===== src/rtl/router_pkg.sv =====
// Shared mesh-router types: cardinal directions, port-to-direction map and
// route ordering modes used by the lookahead route logic.
package router_pkg;

    typedef enum logic [2:0] {
        NORTH         = 3'd0,
        EAST          = 3'd1,
        SOUTH         = 3'd2,
        WEST          = 3'd3,
        LOCAL         = 3'd4,
        NULL_CARDINAL = 3'd7
    } t_cardinal;

    typedef enum logic {
        ROW_FIRST = 1'b0,
        COL_FIRST = 1'b1
    } t_route_mode;

    localparam t_cardinal PORT_CARD [5] = '{NORTH, EAST, SOUTH, WEST, LOCAL};

    // Non-neighbour directions have no opposite and map to NULL_CARDINAL.
    function automatic t_cardinal opposite_card(input t_cardinal c);
        case (c)
            NORTH:   return SOUTH;
            SOUTH:   return NORTH;
            EAST:    return WEST;
            WEST:    return EAST;
            default: return NULL_CARDINAL;
        endcase
    endfunction

endpackage


===== src/rtl/lookahead_route_calc.sv =====
// Combinational single-port lookahead route: next tile id, route decision
// at that tile, and backtrack / off-mesh detection.
module lookahead_route_calc
    import router_pkg::*;
#(
    parameter int          COL_W              = 4,
    parameter int          ROW_W              = 4,
    parameter t_route_mode ROUTE_MODE         = ROW_FIRST,
    parameter t_cardinal   NEXT_TILE_CARDINAL = NULL_CARDINAL
) (
    input  logic [COL_W+ROW_W-1:0] i_local_id,
    input  logic [COL_W+ROW_W-1:0] i_addr,
    input  logic                   i_valid,
    output logic [2:0]             o_card,
    output logic                   o_backtrack,
    output logic                   o_off_mesh
);
    logic [ROW_W:0]   w_row_ext;
    logic [COL_W:0]   w_col_ext;
    logic [ROW_W-1:0] w_tgt_row;
    logic [COL_W-1:0] w_tgt_col;
    logic             w_wrap;
    t_cardinal        w_row_card;
    t_cardinal        w_col_card;
    t_cardinal        w_card;

    assign w_tgt_row = i_addr[ROW_W-1:0];
    assign w_tgt_col = i_addr[COL_W+ROW_W-1:ROW_W];

    // The extra top bit catches carry/borrow out of the field.
    always_comb begin
        w_row_ext = {1'b0, i_local_id[ROW_W-1:0]};
        w_col_ext = {1'b0, i_local_id[COL_W+ROW_W-1:ROW_W]};
        case (NEXT_TILE_CARDINAL)
            NORTH:   w_row_ext = {1'b0, i_local_id[ROW_W-1:0]} - (ROW_W+1)'(1);
            SOUTH:   w_row_ext = {1'b0, i_local_id[ROW_W-1:0]} + (ROW_W+1)'(1);
            EAST:    w_col_ext = {1'b0, i_local_id[COL_W+ROW_W-1:ROW_W]} + (COL_W+1)'(1);
            WEST:    w_col_ext = {1'b0, i_local_id[COL_W+ROW_W-1:ROW_W]} - (COL_W+1)'(1);
            default: ;
        endcase
    end

    assign w_wrap = w_row_ext[ROW_W] | w_col_ext[COL_W];

    always_comb begin
        w_row_card = LOCAL;
        w_col_card = LOCAL;
        if (w_tgt_row < w_row_ext[ROW_W-1:0])      w_row_card = NORTH;
        else if (w_tgt_row > w_row_ext[ROW_W-1:0]) w_row_card = SOUTH;
        if (w_tgt_col < w_col_ext[COL_W-1:0])      w_col_card = WEST;
        else if (w_tgt_col > w_col_ext[COL_W-1:0]) w_col_card = EAST;

        if (ROUTE_MODE == ROW_FIRST) w_card = (w_row_card != LOCAL) ? w_row_card : w_col_card;
        else                         w_card = (w_col_card != LOCAL) ? w_col_card : w_row_card;
        if (!i_valid || w_wrap) w_card = NULL_CARDINAL;
    end

    assign o_card      = w_card;
    assign o_off_mesh  = i_valid && w_wrap;
    assign o_backtrack = i_valid && !w_wrap &&
                         (opposite_card(NEXT_TILE_CARDINAL) != NULL_CARDINAL) &&
                         (w_card == opposite_card(NEXT_TILE_CARDINAL));

endmodule


===== src/rtl/lookahead_route_unit.sv =====
// Per-port registered lookahead route stage with valid/ready handshake and
// sticky error flags plus saturating error counters.
module lookahead_route_unit
    import router_pkg::*;
#(
    parameter int          NUM_PORTS          = 5,
    parameter int          COL_W              = 4,
    parameter int          ROW_W              = 4,
    parameter t_route_mode ROUTE_MODE         = ROW_FIRST,
    parameter t_cardinal   NEXT_TILE_CARDINAL = NULL_CARDINAL,
    parameter int          ERR_CNT_W          = 8
) (
    input  logic                                       clk,
    input  logic                                       rst,
    input  logic [COL_W+ROW_W-1:0]                     local_tile_id,
    input  logic [NUM_PORTS-1:0]                       in_req_valid,
    input  logic [NUM_PORTS-1:0][COL_W+ROW_W-1:0]      in_req_addr,
    output logic [NUM_PORTS-1:0]                       in_req_ready,
    output logic [NUM_PORTS-1:0]                       out_req_valid,
    input  logic [NUM_PORTS-1:0]                       out_req_ready,
    output logic [NUM_PORTS-1:0][2:0]                  out_next_card,
    output logic [NUM_PORTS-1:0][COL_W+ROW_W-1:0]      out_req_addr,
    output logic [NUM_PORTS-1:0]                       err_backtrack,
    output logic [NUM_PORTS-1:0]                       err_off_mesh,
    output logic [NUM_PORTS-1:0][ERR_CNT_W-1:0]        err_cnt,
    input  logic                                       err_clr
);
    for (genvar p = 0; p < NUM_PORTS; p++) begin : g_port
        logic [2:0]             w_card;
        logic                   w_bt;
        logic                   w_om;
        logic                   w_xfer;
        logic                   r_valid;
        logic [2:0]             r_card;
        logic [COL_W+ROW_W-1:0] r_addr;
        logic                   r_bt;
        logic                   r_om;
        logic [ERR_CNT_W-1:0]   r_cnt;

        lookahead_route_calc #(
            .COL_W              (COL_W),
            .ROW_W              (ROW_W),
            .ROUTE_MODE         (ROUTE_MODE),
            .NEXT_TILE_CARDINAL (NEXT_TILE_CARDINAL)
        ) u_calc (
            .i_local_id  (local_tile_id),
            .i_addr      (in_req_addr[p]),
            .i_valid     (in_req_valid[p]),
            .o_card      (w_card),
            .o_backtrack (w_bt),
            .o_off_mesh  (w_om)
        );

        assign in_req_ready[p] = !r_valid || out_req_ready[p];
        assign w_xfer          = in_req_valid[p] && in_req_ready[p];

        always_ff @(posedge clk or posedge rst) begin
            if (rst) begin
                r_valid <= 1'b0;
                r_card  <= NULL_CARDINAL;
                r_addr  <= '0;
            end else if (w_xfer) begin
                r_valid <= 1'b1;
                r_card  <= w_card;
                r_addr  <= in_req_addr[p];
            end else if (out_req_ready[p]) begin
                r_valid <= 1'b0;
            end
        end

        // Clear has priority over an error arriving in the same cycle.
        always_ff @(posedge clk or posedge rst) begin
            if (rst) begin
                r_bt  <= 1'b0;
                r_om  <= 1'b0;
                r_cnt <= '0;
            end else if (err_clr) begin
                r_bt  <= 1'b0;
                r_om  <= 1'b0;
                r_cnt <= '0;
            end else if (w_xfer && (w_bt || w_om)) begin
                r_bt <= r_bt | w_bt;
                r_om <= r_om | w_om;
                if (r_cnt != {ERR_CNT_W{1'b1}}) r_cnt <= r_cnt + ERR_CNT_W'(1);
            end
        end

        assign out_req_valid[p] = r_valid;
        assign out_next_card[p] = r_card;
        assign out_req_addr[p]  = r_addr;
        assign err_backtrack[p] = r_bt;
        assign err_off_mesh[p]  = r_om;
        assign err_cnt[p]       = r_cnt;
    end

endmodule


===== config.mk =====
export PLATFORM = sky130hd
export DESIGN_NAME = lookahead_route_unit
export DESIGN_NICKNAME = d
export VERILOG_FILES = /design/src/rtl/router_pkg.sv /design/src/rtl/lookahead_route_calc.sv /design/src/rtl/lookahead_route_unit.sv
export SDC_FILE = /design/constraint.sdc
export NUM_CORES = 1
export LEC_CHECK = 0
export CORE_ASPECT_RATIO = 0.7
export CORE_MARGIN = 3
export CORE_UTILIZATION = 45
export CTS_CLUSTER_SIZE = 12
export DETAILED_ROUTE_END_ITERATION = 10
export GPL_TIMING_DRIVEN = 0
export PLACE_DENSITY = 0.92
export REMOVE_ABC_BUFFERS = 1
export SLEW_MARGIN = 30
export SYNTH_ARGS = -nofsm -noshare
export SYNTH_HDL_FRONTEND = slang
export SYNTH_SLANG_ARGS = --single-unit

===== constraint.sdc =====
create_clock -name clk -period 4.55 [get_ports clk]
set_clock_uncertainty 0.05 [all_clocks]
set_input_delay 0.6825 -clock clk [delete_from_list [all_inputs] [get_ports clk]]
set_output_delay 0.6825 -clock clk [all_outputs]
set_load 0.005 [all_outputs]

* Word-level counts from Yosys, hierarchy flattened
Index checks and enable logic that the tools add are counted.
** Word-level totals
- Logic and storage cells :: 100
- Input port bits :: 61
- Output and inout port bits :: 115
- Register bits :: 60
** Cells by class
- Equality and inequality tests :: 5
- Multiplexer cells :: 40
- Order comparisons :: 20
- Reduce and logical (&&, ||, !) cells :: 20
** Operator list (number)
- two-way mux 3 bit :: 30
- greater-than comparator 4 bit :: 10
- less-than comparator 4 bit :: 10
- != test 3 bit, second input constant :: 5
- two-way mux 1 bit :: 10
- nonzero test 2 bit :: 5
- logical AND 1 bit :: 5
- logical NOT 1 bit :: 5
- logical OR 1 bit :: 5

* Longest topological paths before layout
Gate-level depths: netlist (run 1).
- Depth in word-level cells :: 6
- Mapped depth :: 6
- Gate-level depth less buffers :: 6

* Hierarchy
A second synthesis (run 1) with hierarchy kept.
** Unflattened totals
- Cells, all modules :: 614
- Area, all modules :: 6267.3 um2
** Modules (own cells, without submodules)
- lookahead_route_unit :: area each 4947.2 um2, times used 1, cells each 424, seq. area each 2771.4 um2
- lookahead_route_calc :: area each 264.0 um2, times used 5, cells each 38, seq. area each 0.0 um2

* Worst setup path after synthesis (run 1)
No wires, ideal clock.
- Path kind :: in2reg
- From :: input local_tile_id[5]
- To :: register g_port[4].r_card[0]
- Stages :: 6
- Slack :: 2.723 ns
- Arrival :: 1.691 ns
- Library setup time :: 0.086 ns
- Cells stage by stage :: inv_1 -> ha_1 -> nor2b_1 -> nor4_2 -> nor2_1 -> o31ai_2
** On the way
- Cells in the longest elaborated chain, start to end :: 5
- Elaborated cells on any way between the ends :: 6
** Ends and longest elaborated chain
- from (decl) :: line lookahead_route_unit.sv:15 : input logic [COL_W+ROW_W-1:0] local_tile_id,
- greater-than comparator 4 bit :: line lookahead_route_calc.sv:51 : else if (w_tgt_col > w_col_ext[COL_W-1:0]) w_col_card = EAST;
- two-way mux 3 bit :: line lookahead_route_calc.sv:51
- two-way mux 3 bit (*) :: line lookahead_route_calc.sv:50 : if (w_tgt_col < w_col_ext[COL_W-1:0]) w_col_card = WEST;
- two-way mux 3 bit (*) :: line lookahead_route_calc.sv:53 : if (ROUTE_MODE == ROW_FIRST) w_card = (w_row_card != LOCAL) ? w_row_card : w_col_card;
- two-way mux 3 bit (*) :: line lookahead_route_calc.sv:55 : if (!i_valid || w_wrap) w_card = NULL_CARDINAL;
- to (signal assigned) :: line lookahead_route_unit.sv:64 : r_card <= w_card;
- to (decl) :: line lookahead_route_unit.sv:34 : logic [2:0] r_card;
Mark *: on every way between the ends. The rest lies on a longest branch, timed or not.
A chain may end at the register's enable or synchronous reset.

* Worst setup path after layout (run 1)
- From :: input out_req_ready[3]
- To :: output in_req_ready[3]
** On the way
- Cells in the longest elaborated chain, start to end :: 1
** Ends and longest elaborated chain
- from (decl) :: line lookahead_route_unit.sv:20 : input logic [NUM_PORTS-1:0] out_req_ready,
- logical OR 1 bit :: line lookahead_route_unit.sv:54 : assign in_req_ready[p] = !r_valid || out_req_ready[p];
- to (decl) :: line lookahead_route_unit.sv:18 : output logic [NUM_PORTS-1:0] in_req_ready,
Every way passes these cells.

==> reports/qor.csv, run 1 <==
stage,metric,value,unit
status,status,completed,
floorplan,die_w,116,um
finish,regArea,1520,um^2
worst_setup_path,worstReg2RegEnd,g_port[1].r_card[2],
yosys,syn_inst,343,
worst_hold_path,hp-class,flop to flop,
floorplan,coreArea,8040,um^2
worst_setup_path,worstPathArrival,1.78,ns
detailed_routing,vias,2801,
yosys,synthArstFlopShare,1.00,
yosys,synth-edff-count,0,
placed_design,place.gp.congestion,0.785,
worst_setup_path,worstPathRequired,3.82,ns
sta,min_period,2.51,ns
yosys,yosysTopAreaCell,dfrtp_1,
finish,multi_input_area,1920,um^2
sta,timing.fmax,398,MHz
worst_setup_path,crit_top_cell,clkdlybuf4s50_1,
yosys,synth_most_common_cell,buf_4,
worst_setup_path,r2r_slack,3.27,ns
worst_hold_path,whs_endpoint,g_port[1].r_card[1],
detailed_routing,drc,0,
finish,antenna_cells,0,
placed_design,io_buffers,124,
yosys,netlist_area,3810,um^2
sta,worst_slack,2.04,ns
finish,nets,569,
placed_design,dp_hpwl,7.41,mm
floorplan,die-area,9610,um^2
worst_setup_path,max_stage_delay,0.51,ns
sta,setup_violations,0,
global_route,antenna_found_initial,0,
clock_network,cts.path.max_buffers,2,
placed_design,place_ws,1.98,ns
yosys,ys_warn_count,0,
floorplan,die_h,82.9,um
clock_network,clk_latency,0.31,ns
detailed_routing,postRouteAntennaNets,0,
worst_setup_path,crit_type,input port to output port,
power_and_ir_drop,leakage,2.33,nW
worst_hold_path,whs_path_depth,2,
yosys,ys_types,26,
sta,hold_viol_final,0,
finish,syn_to_final_growth,36.7,%
worst_setup_path,worstSetupEndpointType,output port,
floorplan,core.rowCount,27,
detailed_routing,wirelength,9.20,mm
clock_network,clk_pin_slew,0.06,ns
worst_setup_path,slowest_stage,clkdlybuf4s50_1,
global_route,grt_overflow,0,
worst_setup_path,worstReg2RegStart,g_port[1].r_valid,
worst_setup_path,worstPathMaxFanout,3,
sta,rsz0062_at_grt,no,
floorplan,num_io_pins,176,
yosys,avgSynthCellArea,11.1,um^2
detailed_routing,wire_per_inst,16.1,um
detailed_routing,firstDrtPassIters,4,
worst_setup_path,path_cells,clkdlybuf4s50_1 -> nand2b_4 -> clkdlybuf4s50_1,
sta,fin_crit_sh,0.552,
global_route,grtUsageTotal,0.192,
power_and_ir_drop,p_per_area,332,nW/um^2
finish,fillers,630,
clock_network,cts_hold_buf,0,
clock_network,post_cts_buffers,0,
run,drv_cap,0,
power_and_ir_drop,ir_drop,169,uV
clock_network,cts_resized,0,
global_route,grt_max_degree,42,
sta,report.final.slew_viol_count,0,
yosys,ys_seq_elements,60,
yosys,synth.top_cells.by_area,"dfrtp_1 (30%), ha_1 (13%), buf_4 (11%)",
clock_network,tritoncts,done,
worst_setup_path,startpoint_type,input port,
sta,setup_tns,0,ns
clock_network,cts.sinks,60,
detailed_routing,via_per_inst,4.89,
yosys,ys.flop_type,dfrtp_1,
yosys,synth_commonest_cells,"buf_4 (55), dfrtp_1 (45), ha_1 (40), mux2_2 (30), nand2_1 (30)",
worst_setup_path,path_delay_family,buffers and inverters,
clock_network,cts_root_buffer,clkbuf_16,
worst_setup_path,cp_num_buf_inv,2,
yosys,synth_top_area_frac,0.296,
finish,drive_gt1_frac,0.189,
floorplan,initial_core_util,0.473,
worst_setup_path,r2r_cells,4,
global_route,grt_pass1_wl,14.7,mm
yosys,seq_area_frac_synth,0.399,
clock_network,h-tree-depth,3,
clock_network,numCtsBuffers,9,
detailed_routing,drtIter0Drc,101,
worst_hold_path,hp-start,g_port[1].r_card[1],
global_route,grt_pass1_vias,3073,
layout make-up:
type | instances | share of cell area
Tap cell | 101 | 0.0243
Clock inverter | 4 | 0.00962
Inverter | 22 | 0.0164
Sequential cell | 60 | 0.292
Multi-Input combinational cell | 250 | 0.369
Timing Repair Buffer | 125 | 0.242
Clock buffer | 11 | 0.0466
sequential cells by signal, summed over array words and instances (netlist names):
signal / count
g_port.r_valid: 5
g_port.r_addr: 40
g_port.r_card: 15
cells by family (layout without fill, tap and decap cells):
kind of cell / Yosys count / count (layout) / share of synthesized area
buffers and inverters: 82 / 162 / 0.145
muxes: 30 / 30 / 0.0888
DFF: 60 / 60 / 0.399
adders and majority gates: 40 / 40 / 0.131
and+or+nand+nor: 75 / 75 / 0.129
other: 1 / 50 / 0.000985
AOI/OAI and AO/OA: 55 / 55 / 0.106
worst min-delay path: cells and delay by family, from the launching register on:
kind | cells | cell delay, ns
AO/OA/AOI/OAI | 1 | 0.06
AND/OR/NAND/NOR | 1 | 0.05
flip-flops | 1 | 0.36
metrics by stage:
step	instance area, um^2	utilization	total power (W)	hold slack, ns	cells
after floorplan	3520	-	0.000825	0.410	332
after global placement	4890	0.608	0.00105	0.412	557
after detailed placement	4910	0.611	0.00107	0.415	558
after CTS	5200	0.647	0.00175	0.423	573
after global routing	5200	0.647	0.00182	0.444	573
final	5200	0.647	0.00173	0.420	573
report_power, final:
group	leakage, nW	internal, W	switching [W]	total (W)
combinational	1.51	0.000248	0.000175	0.000423
sequential	0.683	0.000605	0.0000342	0.000640
clock	0.138	0.000435	0.000232	0.000667
total	2.33	0.00129	0.000441	0.00173
placed cells by master (no fill, tap or decap):
cell type	instances
or2_1	1
or2_4	4
ha_1	40
nand2b_1	1
nor4_2	5
or2b_1	4
bufinv_16	1
a21oi_1	20
buf_12	1
mux2_2	30
nand2_4	5
inv_1	21
clkinvlp_4	2
clkbuf_8	1
clkbuf_1	1
conb_1	50
clkbuf_16	9
nand2_1	30
dfrtp_1	45
inv_4	1
clkdlybuf4s50_1	124
o31ai_2	4
nand4_1	10
nor2_1	5
nand2b_4	5
o41ai_2	5
dfstp_2	15
o211ai_1	5
nor2b_1	5
o21ai_0	10
clkinv_2	1
o31ai_1	6
o21a_1	5
per-layer routing:
| metal | part of all wire | track usage | vias to the layer above |
|---|---|---|---|
| met4 | 0.013 | 0.0506 | 0 |
| met2 | 0.50 | 0.336 | 109 |
| met1 | 0.42 | 0.224 | 1329 |
| met3 | 0.071 | 0.0619 | 15 |
| met5 | 0 | 0 | - |
| li1 | - | - | 1348 |
how the worst max path moves through the flow:
stage	startpoint	to	slack [ns]	cells past startpoint
after floorplan	rst	g_port[0].r_addr[0]	2.36	1
after global placement	rst	g_port[4].r_addr[2]	1.28	2
after detailed placement	local_tile_id[5]	g_port[4].r_card[0]	1.98	7
after CTS	out_req_ready[2]	in_req_ready[2]	2.03	3
after global routing	out_req_ready[2]	in_req_ready[2]	1.99	3
final	out_req_ready[3]	in_req_ready[3]	2.04	3
Power figures use the tool's default switching activity.
==> run 2, diff against run 1 <==
--- a/config.mk
+++ b/config.mk
@@ -7,11 +7,11 @@
 export LEC_CHECK = 0
 export CORE_ASPECT_RATIO = 0.7
 export CORE_MARGIN = 3
-export CORE_UTILIZATION = 45
+export CORE_UTILIZATION = 42
 export CTS_CLUSTER_SIZE = 12
 export DETAILED_ROUTE_END_ITERATION = 10
 export GPL_TIMING_DRIVEN = 0
-export PLACE_DENSITY = 0.92
+export PLACE_DENSITY = 0.87
 export REMOVE_ABC_BUFFERS = 1
 export SLEW_MARGIN = 30
 export SYNTH_ARGS = -nofsm -noshare
==> constraint.sdc (replaced) <==
create_clock -name clk -period 2.41 [get_ports clk]
set_clock_uncertainty 0.05 [all_clocks]
set_input_delay 0.3615 -clock clk [delete_from_list [all_inputs] [get_ports clk]]
set_output_delay 0.3615 -clock clk [all_outputs]
set_load 0.005 [all_outputs]
==> run 2 against run 1 <==
Register-to-register slack lost 2.2 ns. Combinational power is 89% higher. Routed wire length up 3.2%. Core utilization shrank 3.8 points. Global-route usage down 0.42 points. Final cell count up 3.5%. Via count is 2.1% higher. Critical path depth is 4 higher. Highest routed layer unchanged. Hold slack lost 0.13 ns. First-iteration DRC count decreased by 35%. Critical endpoint is now g_port[4].r_card[0]. Sequential power up 89%.
==> reports/qor.csv, run 2 (same netlist as run 1, synthesis figures left out) <==
stage,metric,value,unit,change
finish,top_register,g_port.r_addr,,
worst_hold_path,hp-class,input port to asynchronous set/reset pin,,
worst_setup_path,crit_type,input port to flop,,
floorplan,initial_core_util,0.442,,-0.0318
detailed_routing,drtIter0Drc,66,,-35%
finish,final_cell_mix,"clkdlybuf4s50_1 (124), conb_1 (50), dfrtp_1 (45), ha_1 (40)",,
clock_network,post_cts_buffers,0,,unchanged
worst_setup_path,worstReg2RegStart,g_port[4].r_valid,,
finish,multi_input_area,1920,um^2,unchanged
power_and_ir_drop,leakage,2.35,nW,+0.93%
clock_network,cts.path.max_buffers,2,,unchanged
placed_design,place.gp.congestion,0.744,,-5.3%
floorplan,die-area,10300,um^2,+6.7%
clock_network,clk_pin_slew,0.05,ns,about the same
clock_network,cts_resized,0,,unchanged
run,drv_cap,0,,unchanged
placed_design,dp_hpwl,7.53,mm,+1.6%
finish,final_common_cell,clkdlybuf4s50_1,,
power_and_ir_drop,ir_drop,560,uV,+230%
finish,drive_gt1_frac,0.190,,+0.00172
power_and_ir_drop,p_per_area,643,nW/um^2,+94%
worst_setup_path,crit_path_start,local_tile_id[5],,
floorplan,core.rowCount,28,,+3.7%
sta,timing.fmax,520,MHz,
global_route,grt_pass1_vias,3054,,-0.62%
clock_network,cts_root_buffer,clkbuf_16,,
worst_setup_path,r2r_cells,4,,unchanged
floorplan,die_w,120,um,+3.3%
finish,nets,569,,unchanged
worst_setup_path,worstSetupEndpointType,flop,,
clock_network,h-tree-depth,3,,unchanged
detailed_routing,postRouteAntennaNets,0,,unchanged
floorplan,die_h,85.6,um,+3.3%
clock_network,cts_hold_buf,0,,unchanged
sta,setup_tns,0,ns,unchanged
sta,fin_crit_sh,0.798,,
status,status,completed,,
finish,reg_top3,"g_port.r_addr x40, g_port.r_card x15, g_port.r_valid x5",,
worst_setup_path,worstReg2RegEnd,g_port[4].r_card[2],,
sta,rsz0062_at_grt,no,,
global_route,grtUsageTotal,0.188,,-0.00416
finish,largest_register_ffs,40,,unchanged
sta,min_period,1.92,ns,
worst_setup_path,startpoint_type,input port,,
global_route,grt_pass1_wl,15.0,mm,+2.2%
finish,final_cells,593,,+3.5%
placed_design,dp.cells,577,,+3.4%
global_route,grt_max_degree,40,,-4.8%
finish,regArea,1520,um^2,unchanged
global_route,antenna_found_initial,0,,unchanged
worst_setup_path,worstPathArrival,2.11,ns,+0.33 ns
worst_setup_path,r2r_slack,1.10,ns,-2.17 ns
placed_design,io_buffers,124,,unchanged
finish,antenna_cells,0,,unchanged
clock_network,tritoncts,done,,
detailed_routing,wirelength,9.49,mm,+3.2%
finish,fillers,704,,+12%
detailed_routing,drc,0,,unchanged
clock_network,numCtsBuffers,9,,unchanged
clock_network,cts.sinks,60,,unchanged
clock_network,clk_latency,0.32,ns,about the same
worst_setup_path,cp-endpoint,g_port[4].r_card[0],,
detailed_routing,wire_per_inst,16.0,um,-0.28%
sta,report.final.slew_viol_count,0,,unchanged
global_route,grt_overflow,0,,unchanged
detailed_routing,via_per_inst,4.82,,-1.3%
detailed_routing,vias,2861,,+2.1%
sta,hold_viol_final,0,,unchanged
floorplan,num_io_pins,176,,unchanged
floorplan,coreArea,8620,um^2,+7.2%
worst_setup_path,worstPathRequired,2.60,ns,-1.22 ns
finish,syn_to_final_growth,38.0,%,
worst_setup_path,worstPathMaxFanout,5,,+2
finish,final_util,0.609,,-0.0377
detailed_routing,firstDrtPassIters,4,,unchanged
sta,setup_violations,0,,unchanged
-- run 2: cell types whose count changed in the layout (fill, tap and decap cells not counted), sizes merged --
cell      change
bufinv        +1
clkinvlp      -2
clkinv        +2
-- run 2: layout make-up --
cell class / count / area share
inverters: 22 / 0.0162
well taps: 120 / 0.0286
clock buffers: 11 / 0.0462
repair buffers: 125 / 0.240
multi-input cells: 250 / 0.365
clock inverters: 5 / 0.0143
flip-flops and latches: 60 / 0.289
-- run 2: how the worst min path moves through the flow --
stage	start	to	cells past startpoint
final	rst	g_port[3].r_addr[2]	2
after global routing	rst	g_port[3].r_addr[2]	2
after CTS	rst	g_port[3].r_addr[2]	2
after detailed placement	g_port[0].r_card[1]	g_port[0].r_card[1]	2
after global placement	g_port[1].r_card[0]	g_port[1].r_card[0]	2
after floorplan	g_port[1].r_card[0]	g_port[1].r_card[0]	2
-- run 2: where the power goes --
part	switching, W	total (W)	leakage (nW)	internal (W)
Combinational	0.000332	0.000800	1.51	0.000469
Clock	0.000446	0.00137	0.159	0.000927
Sequential	0.0000635	0.00121	0.683	0.00114
-- run 2: metrics by stage --
stage	power (W)	instance area (um^2)	worst slack [ns]	hold slack (ns)
after floorplan	0.00156	3520	0.539	0.410
after global placement	0.00198	4910	-0.626	0.408
after detailed placement	0.00203	4930	0.192	0.419
after CTS	0.00342	5250	0.495	0.285
after global routing	0.00354	5250	0.403	0.305
final	0.00338	5250	0.487	0.291
-- run 2: per-layer routing --
| metal | share of wire | track usage | wire [um] |
|---|---|---|---|
| met4 | 0.013 | 0.0530 | 121 |
| met2 | 0.51 | 0.329 | 4810 |
| met3 | 0.075 | 0.0686 | 714 |
| met5 | 0 | 0 | 0 |
| met1 | 0.41 | 0.218 | 3850 |
-- run 2: critical path, cell delays in order --
cell and delay [ns]:
clkdlybuf4s50_1 0.45, inv_1 0.15, ha_1 0.36, nor2b_1 0.17, nor4_2 0.26, nor2_1 0.10
o31ai_2 0.26
